<file path="config.mk">
export PLATFORM = sky130hd
export DESIGN_NAME = image_uart_tx
export DESIGN_NICKNAME = d
export VERILOG_FILES = /design/src/rtl/image_uart_pkg.sv /design/src/rtl/uart_tx_byte.sv /design/src/rtl/image_uart_tx.sv
export SDC_FILE = /design/constraint.sdc
export NUM_CORES = 1
export LEC_CHECK = 0
export ABC_AREA = 1
export CORE_MARGIN = 8
export CORE_UTILIZATION = 40
export DETAILED_ROUTE_END_ITERATION = 12
export PLACE_DENSITY_LB_ADDON = 0.25
export RECOVER_POWER = 100
export SYNTH_ARGS = -nofsm -noshare
export SYNTH_HDL_FRONTEND = slang
export SYNTH_SLANG_ARGS = --single-unit
export TNS_END_PERCENT = 5
</file>
<file path="constraint.sdc">
create_clock -name clk -period 20.9 [get_ports clk]
set_clock_uncertainty 0.1 [all_clocks]
set_input_delay 4.18 -clock clk [delete_from_list [all_inputs] [get_ports clk]]
set_output_delay 4.18 -clock clk [all_outputs]
set_load 0.01 [all_outputs]
</file>
<file path="src/rtl/image_uart_pkg.sv">
// Shared constants and state encodings for the image UART return path.
package image_uart_pkg;

  localparam int HDR_BYTES            = 4;
  localparam int DEFAULT_CLKS_PER_BIT = 868;

  typedef enum logic [1:0] {
    IDLE = 2'd0,
    HDR  = 2'd1,
    PIX  = 2'd2,
    FIN  = 2'd3
  } frame_state_t;

  typedef enum logic [1:0] {
    S_IDLE  = 2'd0,
    S_START = 2'd1,
    S_DATA  = 2'd2,
    S_STOP  = 2'd3
  } ser_state_t;

  // Header byte order on the wire: height MSB, height LSB, width MSB, width LSB.
  function automatic logic [7:0] hdr_byte(input logic [1:0]  idx,
                                          input logic [15:0] h,
                                          input logic [15:0] w);
    logic [7:0] b;
    case (idx)
      2'd0:    b = h[15:8];
      2'd1:    b = h[7:0];
      2'd2:    b = w[15:8];
      2'd3:    b = w[7:0];
      default: b = 8'h00;
    endcase
    return b;
  endfunction

endpackage

</file>
<file path="src/rtl/uart_tx_byte.sv">
// 8N1 byte serializer. Reports idle during the last stop-bit cycle so a
// following byte can start without a gap.
module uart_tx_byte
  import image_uart_pkg::*;
#(
  parameter int CLKS_PER_BIT = DEFAULT_CLKS_PER_BIT
) (
  input  logic       clk,
  input  logic       reset,
  input  logic       load,
  input  logic [7:0] data,
  output logic       tx,
  output logic       idle
);

  localparam logic [15:0] LAST_CNT = 16'(CLKS_PER_BIT - 1);

  ser_state_t  r_state, w_state_nxt;
  logic [15:0] r_cnt,   w_cnt_nxt;
  logic [2:0]  r_bit,   w_bit_nxt;
  logic [7:0]  r_shift, w_shift_nxt;
  logic        r_tx,    w_tx_nxt;
  logic        w_bit_end;

  assign w_bit_end = (r_cnt == LAST_CNT);
  assign idle      = (r_state == S_IDLE) || ((r_state == S_STOP) && w_bit_end);
  assign tx        = r_tx;

  // State register; reset forces the line high even mid-bit.
  always_ff @(posedge clk) begin
    if (reset) begin
      r_state <= S_IDLE;
      r_cnt   <= 16'd0;
      r_bit   <= 3'd0;
      r_shift <= 8'h00;
      r_tx    <= 1'b1;
    end else begin
      r_state <= w_state_nxt;
      r_cnt   <= w_cnt_nxt;
      r_bit   <= w_bit_nxt;
      r_shift <= w_shift_nxt;
      r_tx    <= w_tx_nxt;
    end
  end

  // Bit sequencing: start, 8 data bits LSB first, stop.
  always_comb begin
    w_state_nxt = r_state;
    w_cnt_nxt   = r_cnt;
    w_bit_nxt   = r_bit;
    w_shift_nxt = r_shift;
    w_tx_nxt    = r_tx;
    case (r_state)
      S_IDLE: begin
        if (load) begin
          w_state_nxt = S_START;
          w_cnt_nxt   = 16'd0;
          w_shift_nxt = data;
          w_tx_nxt    = 1'b0;
        end else begin
          w_tx_nxt    = 1'b1;
        end
      end
      S_START: begin
        if (w_bit_end) begin
          w_state_nxt = S_DATA;
          w_cnt_nxt   = 16'd0;
          w_bit_nxt   = 3'd0;
          w_tx_nxt    = r_shift[0];
        end else begin
          w_cnt_nxt   = r_cnt + 16'd1;
        end
      end
      S_DATA: begin
        if (w_bit_end) begin
          w_cnt_nxt = 16'd0;
          if (r_bit == 3'd7) begin
            w_state_nxt = S_STOP;
            w_tx_nxt    = 1'b1;
          end else begin
            w_bit_nxt   = r_bit + 3'd1;
            w_shift_nxt = {1'b0, r_shift[7:1]};
            w_tx_nxt    = r_shift[1];
          end
        end else begin
          w_cnt_nxt = r_cnt + 16'd1;
        end
      end
      S_STOP: begin
        if (w_bit_end) begin
          w_cnt_nxt = 16'd0;
          if (load) begin
            w_state_nxt = S_START;
            w_shift_nxt = data;
            w_tx_nxt    = 1'b0;
          end else begin
            w_state_nxt = S_IDLE;
            w_tx_nxt    = 1'b1;
          end
        end else begin
          w_cnt_nxt = r_cnt + 16'd1;
        end
      end
      default: begin
        w_state_nxt = S_IDLE;
        w_cnt_nxt   = 16'd0;
        w_tx_nxt    = 1'b1;
      end
    endcase
  end

endmodule

</file>
<file path="src/rtl/image_uart_tx.sv">
// Frame sequencer: sends a 4-byte size header then height*width pixel bytes
// through the byte serializer.
module image_uart_tx
  import image_uart_pkg::*;
#(
  parameter int CLKS_PER_BIT = DEFAULT_CLKS_PER_BIT,
  parameter int PIX_CNT_W    = 32
) (
  input  logic        clk,
  input  logic        reset,
  input  logic        start,
  input  logic [15:0] height,
  input  logic [15:0] width,
  input  logic [7:0]  pixel_in,
  input  logic        pixel_valid,
  output logic        pixel_ready,
  output logic        tx,
  output logic        busy,
  output logic        frame_done
);

  localparam logic [1:0] LAST_HDR = 2'(HDR_BYTES - 1);

  frame_state_t         r_state,      w_state_nxt;
  logic [15:0]          r_height,     w_height_nxt;
  logic [15:0]          r_width,      w_width_nxt;
  logic [PIX_CNT_W-1:0] r_total,      w_total_nxt;
  logic [PIX_CNT_W-1:0] r_sent,       w_sent_nxt;
  logic [1:0]           r_hdr_idx,    w_hdr_idx_nxt;
  logic                 r_busy,       w_busy_nxt;
  logic                 r_frame_done, w_frame_done_nxt;
  logic                 w_ser_load;
  logic [7:0]           w_ser_data;
  logic                 w_ser_idle;
  logic                 w_ser_tx;
  logic                 w_pixel_ready;

  uart_tx_byte #(
    .CLKS_PER_BIT(CLKS_PER_BIT)
  ) u_ser (
    .clk   (clk),
    .reset (reset),
    .load  (w_ser_load),
    .data  (w_ser_data),
    .tx    (w_ser_tx),
    .idle  (w_ser_idle)
  );

  // Depends only on registered state, never on pixel_valid.
  assign w_pixel_ready = (r_state == PIX) && w_ser_idle && (r_sent < r_total);
  assign pixel_ready   = w_pixel_ready;
  assign tx            = w_ser_tx;
  assign busy          = r_busy;
  assign frame_done    = r_frame_done;

  // Frame state and latched geometry.
  always_ff @(posedge clk) begin
    if (reset) begin
      r_state      <= IDLE;
      r_height     <= 16'd0;
      r_width      <= 16'd0;
      r_total      <= '0;
      r_sent       <= '0;
      r_hdr_idx    <= 2'd0;
      r_busy       <= 1'b0;
      r_frame_done <= 1'b0;
    end else begin
      r_state      <= w_state_nxt;
      r_height     <= w_height_nxt;
      r_width      <= w_width_nxt;
      r_total      <= w_total_nxt;
      r_sent       <= w_sent_nxt;
      r_hdr_idx    <= w_hdr_idx_nxt;
      r_busy       <= w_busy_nxt;
      r_frame_done <= w_frame_done_nxt;
    end
  end

  // Next-state logic and serializer feed.
  always_comb begin
    w_state_nxt      = r_state;
    w_height_nxt     = r_height;
    w_width_nxt      = r_width;
    w_total_nxt      = r_total;
    w_sent_nxt       = r_sent;
    w_hdr_idx_nxt    = r_hdr_idx;
    w_busy_nxt       = r_busy;
    w_frame_done_nxt = 1'b0;
    w_ser_load       = 1'b0;
    w_ser_data       = 8'h00;
    case (r_state)
      IDLE: begin
        if (start) begin
          w_height_nxt  = height;
          w_width_nxt   = width;
          w_total_nxt   = PIX_CNT_W'(height) * PIX_CNT_W'(width);
          w_sent_nxt    = '0;
          w_hdr_idx_nxt = 2'd0;
          w_busy_nxt    = 1'b1;
          w_state_nxt   = HDR;
        end else begin
          w_busy_nxt    = 1'b0;
        end
      end
      HDR: begin
        if (w_ser_idle) begin
          w_ser_load    = 1'b1;
          w_ser_data    = hdr_byte(r_hdr_idx, r_height, r_width);
          w_hdr_idx_nxt = r_hdr_idx + 2'd1;
          if (r_hdr_idx == LAST_HDR) begin
            w_state_nxt = (r_total != '0) ? PIX : FIN;
          end else begin
            w_state_nxt = HDR;
          end
        end else begin
          w_ser_load    = 1'b0;
        end
      end
      PIX: begin
        if (pixel_valid && w_pixel_ready) begin
          w_ser_load = 1'b1;
          w_ser_data = pixel_in;
          w_sent_nxt = r_sent + PIX_CNT_W'(1);
          if ((r_sent + PIX_CNT_W'(1)) == r_total) begin
            w_state_nxt = FIN;
          end else begin
            w_state_nxt = PIX;
          end
        end else begin
          w_ser_load = 1'b0;
        end
      end
      FIN: begin
        // Idle here means the last stop bit is in its final cycle.
        if (w_ser_idle) begin
          w_frame_done_nxt = 1'b1;
          w_busy_nxt       = 1'b0;
          w_state_nxt      = IDLE;
        end else begin
          w_frame_done_nxt = 1'b0;
        end
      end
      default: begin
        w_state_nxt = IDLE;
        w_busy_nxt  = 1'b0;
      end
    endcase
  end

endmodule

</file>
==> results.cfg <==
[placed_design]
place_hpwl_um = 36900
gp_congestion = 0.887
place_area_um2 = 17700
io_buffers = 47

[clock_network]
htree_levels = 4
clock-sinks = 132
cts_max_path_buffers = 2
worstSkewPairLatency_ns = 0.44
cts_resized = 0
cts_root_buffer = clkbuf_16
cts_buffers = 17
cts_tree = yes
ctsHoldBuffers = 0
cts_setup_buffers = 0
clk_pin_slew_ns = 0.07

[final_layout]
antenna_cells = 0
fin_area_um2 = 18300
drive_gt1_frac = 0.0281
fill_cells = 4338
layout.nets = 2802
syn2layout_area_growth_pct = 7.74

[critical_path]
crit_fanout = 17
cp-start-kind = primary input
worstPathRequired_ns = 21.12
worstSetupPathType = primary input to flop
arrival_ns = 10.65
end_kind = flop

[run_status]
status = finished, violations left
violations = max-capacitance violations, max-slew violations

[routing]
detail_route.wl_per_cell_um = 16.4
drtIter0Drc = 1005
ant_nets = 0
drt_pass1_iterations = 5
drc = 0
routed_via_density = 5.08
drt_wl_total_um = 48600
via_count = 15100

[grt]
grt_usage = 0.198
grt_start_max_net_pins = 86
grt_pass1_wl_um = 79700
antenna_found_initial = 0
grt_pass1_vias = 15300
grt_overflow = 0

[floorplan]
die_w_um = 222
ios = 48
initial_core_util = 0.404
die_h_um = 222
die_area_um2 = 49300
design.core.area_um2 = 41900
num_rows = 75

[min_path]
hold_class = flop to flop

[timing]
setup_viol = 0
worst_pin_slew_ns = 3.64
timing.fmax_mhz = 95.9
fin_setup_tns_ns = 0
timing.final.crit_share = 0.499
slew_headroom = -1.42
slew_viol_final = 127
rsz0062_at_grt = false
fin_crit_ns = 10.43
hold_viol_final = 0

[logic_synthesis]
syn-instance-count = 2443
synth.avg_cell_area_um2 = 6.94
syn-num-nets = 2834
synthArstFlopShare = 0
synth-edff-count = 0
synthFlopType = dfxtp_1
netlist_area_um2 = 17000
yosysSeqAreaShare = 0.156
ys_ff_latch = 132
synth_cell_type_count = 51
ys_warn_count = 0

[power]
clock_power_share = 0.110
sw_frac_of_total = 0.557
power_density_nw_per_um2 = 149
p_leak_uw = 0.00929
seq_power_share = 0.117
p_int_uw = 1210
switching_power_uw = 1520
vdd_ir_drop_max_mv = 0.141
p_comb_frac = 0.773

[job]
maxCapViolations = 2
-- synth_stat cells (7+ instances only) --
| library cell | number | area share |
|---|---|---|
| nor3_1 | 17 | 0.0050 |
| o21ai_0 | 107 | 0.032 |
| o21a_1 | 7 | 0.0031 |
| a21oi_1 | 146 | 0.043 |
| nand2_1 | 619 | 0.14 |
| o21bai_1 | 8 | 0.0035 |
| nor4_1 | 8 | 0.0030 |
| ha_1 | 153 | 0.11 |
| nor2_1 | 204 | 0.045 |
| inv_1 | 492 | 0.11 |
| xnor2_1 | 9 | 0.0046 |
| o211ai_1 | 11 | 0.0049 |
| clkbuf_1 | 91 | 0.020 |
| nand3_1 | 119 | 0.035 |
| nand4_1 | 27 | 0.010 |
| fa_1 | 194 | 0.23 |
| dfxtp_1 | 132 | 0.16 |
| buf_2 | 7 | 0.0021 |
| xor2_1 | 29 | 0.015 |
-- worst paths after layout --
path	endpoint	from	cells after the start	slack, ns
max	r_total[24]$_SDFFE_PP0P_	width[2]	23	10.47
min	r_width[0]$_SDFFE_PP0P_	r_width[0]$_SDFFE_PP0P_	2	0.37
max reg2reg	u_ser.r_cnt[0]$_SDFFE_PP0N_	r_sent[0]$_SDFFE_PP0P_	17	17.43
min reg2reg	r_width[0]$_SDFFE_PP0P_	r_width[0]$_SDFFE_PP0P_	2	0.37
-- per-layer routing --
metal,share of wire,vias up,wire [um],global-route usage
met5,0,-,0,0
met4,0.019,0,941,0.0509
met3,0.039,54,1880,0.0157
met2,0.50,336,24100,0.357
met1,0.45,7273,21700,0.253
li1,-,7400,-,-
-- placed cells by master (no fill, tap or decap), types with 17 or more instances in the layout --
master,count
ha_1,153
dfxtp_1,132
nor3_1,17
nand2_1,618
nand4_1,27
clkbuf_16,17
xor2_1,29
a21oi_1,148
o21ai_0,107
fa_1,194
clkdlybuf4s50_1,40
inv_1,492
nand3_1,119
nor2_1,204
-- state kept, by name, indices dropped and copies added, names as in the netlist, named ones only --
name,cells
r_width,16
r_sent,32
r_hdr_idx,2
u_ser.r_shift,8
u_ser.r_state,2
r_total,32
r_height,16
r_state,1
busy,1
u_ser.tx,1
u_ser.r_bit,3
frame_done,1
u_ser.r_cnt,16
-- logic make-up (layout without fill, tap and decap cells) --
kind of cell / Yosys count / after routing / synth area share
xor+xnor: 39 / 39 / 0.0209
fa+ha+maj: 347 / 347 / 0.342
simple gates: 1020 / 1020 / 0.248
compound gates: 299 / 299 / 0.0952
flops: 132 / 132 / 0.156
buf+inv: 606 / 587 / 0.138
-- area by class of cell --
cell class                 count  area (um2)  area share
inverter                     497        1870       0.102
timing repair buffer          58         541      0.0296
tap                          539         674      0.0369
clock inverter                15         153     0.00835
sequential                   132        2640       0.145
multi-input combinational   1705       12000       0.655
clock buffer                  17         425      0.0233
-- per-stage QoR --
| step | instances | total power [uW] | hold WS, ns | util | worst slack (ns) |
|---|---|---|---|---|---|
| after floorplan | 2443 | 1850 | 0.346 | - | 11.24 |
| after global placement | 2931 | 2400 | 0.354 | 0.422 | 10.23 |
| after detailed placement | 2931 | 2410 | 0.361 | 0.422 | 10.15 |
| after CTS | 2963 | 2730 | 0.370 | 0.436 | 10.59 |
| after global routing | 2963 | 3030 | 0.400 | 0.436 | 10.10 |
| final | 2963 | 2730 | 0.369 | 0.436 | 10.47 |
-- power by group through the flow --
| stage | sequential, uW | clock [uW] | combinational, uW |
|---|---|---|---|
| after CTS | 319 | 307 | 2100 |
| after global routing | 325 | 316 | 2390 |
| after floorplan | 317 | 0 | 1540 |
| final | 319 | 300 | 2110 |
| after detailed placement | 325 | 0 | 2090 |
| after global placement | 324 | 0 | 2070 |
-- critical path, stage by stage --
cell	delay, ns
dlygate4sd3_1	1.27
nand2_1	0.17
fa_1	0.57
fa_1	0.43
fa_1	0.49
fa_1	0.50
inv_1	0.06
fa_1	0.53
inv_1	0.05
fa_1	0.56
inv_1	0.05
ha_1	0.35
a21oi_1	0.24
o21ai_0	0.12
a21o_1	0.22
a21oi_1	0.25
o21bai_1	0.15
nand2_1	0.10
nand2_1	0.05
nand2_1	0.06
nand3_1	0.09
nand2_1	0.08
inv_1	0.05
No activity file was read; power rests on OpenSTA's default activity.
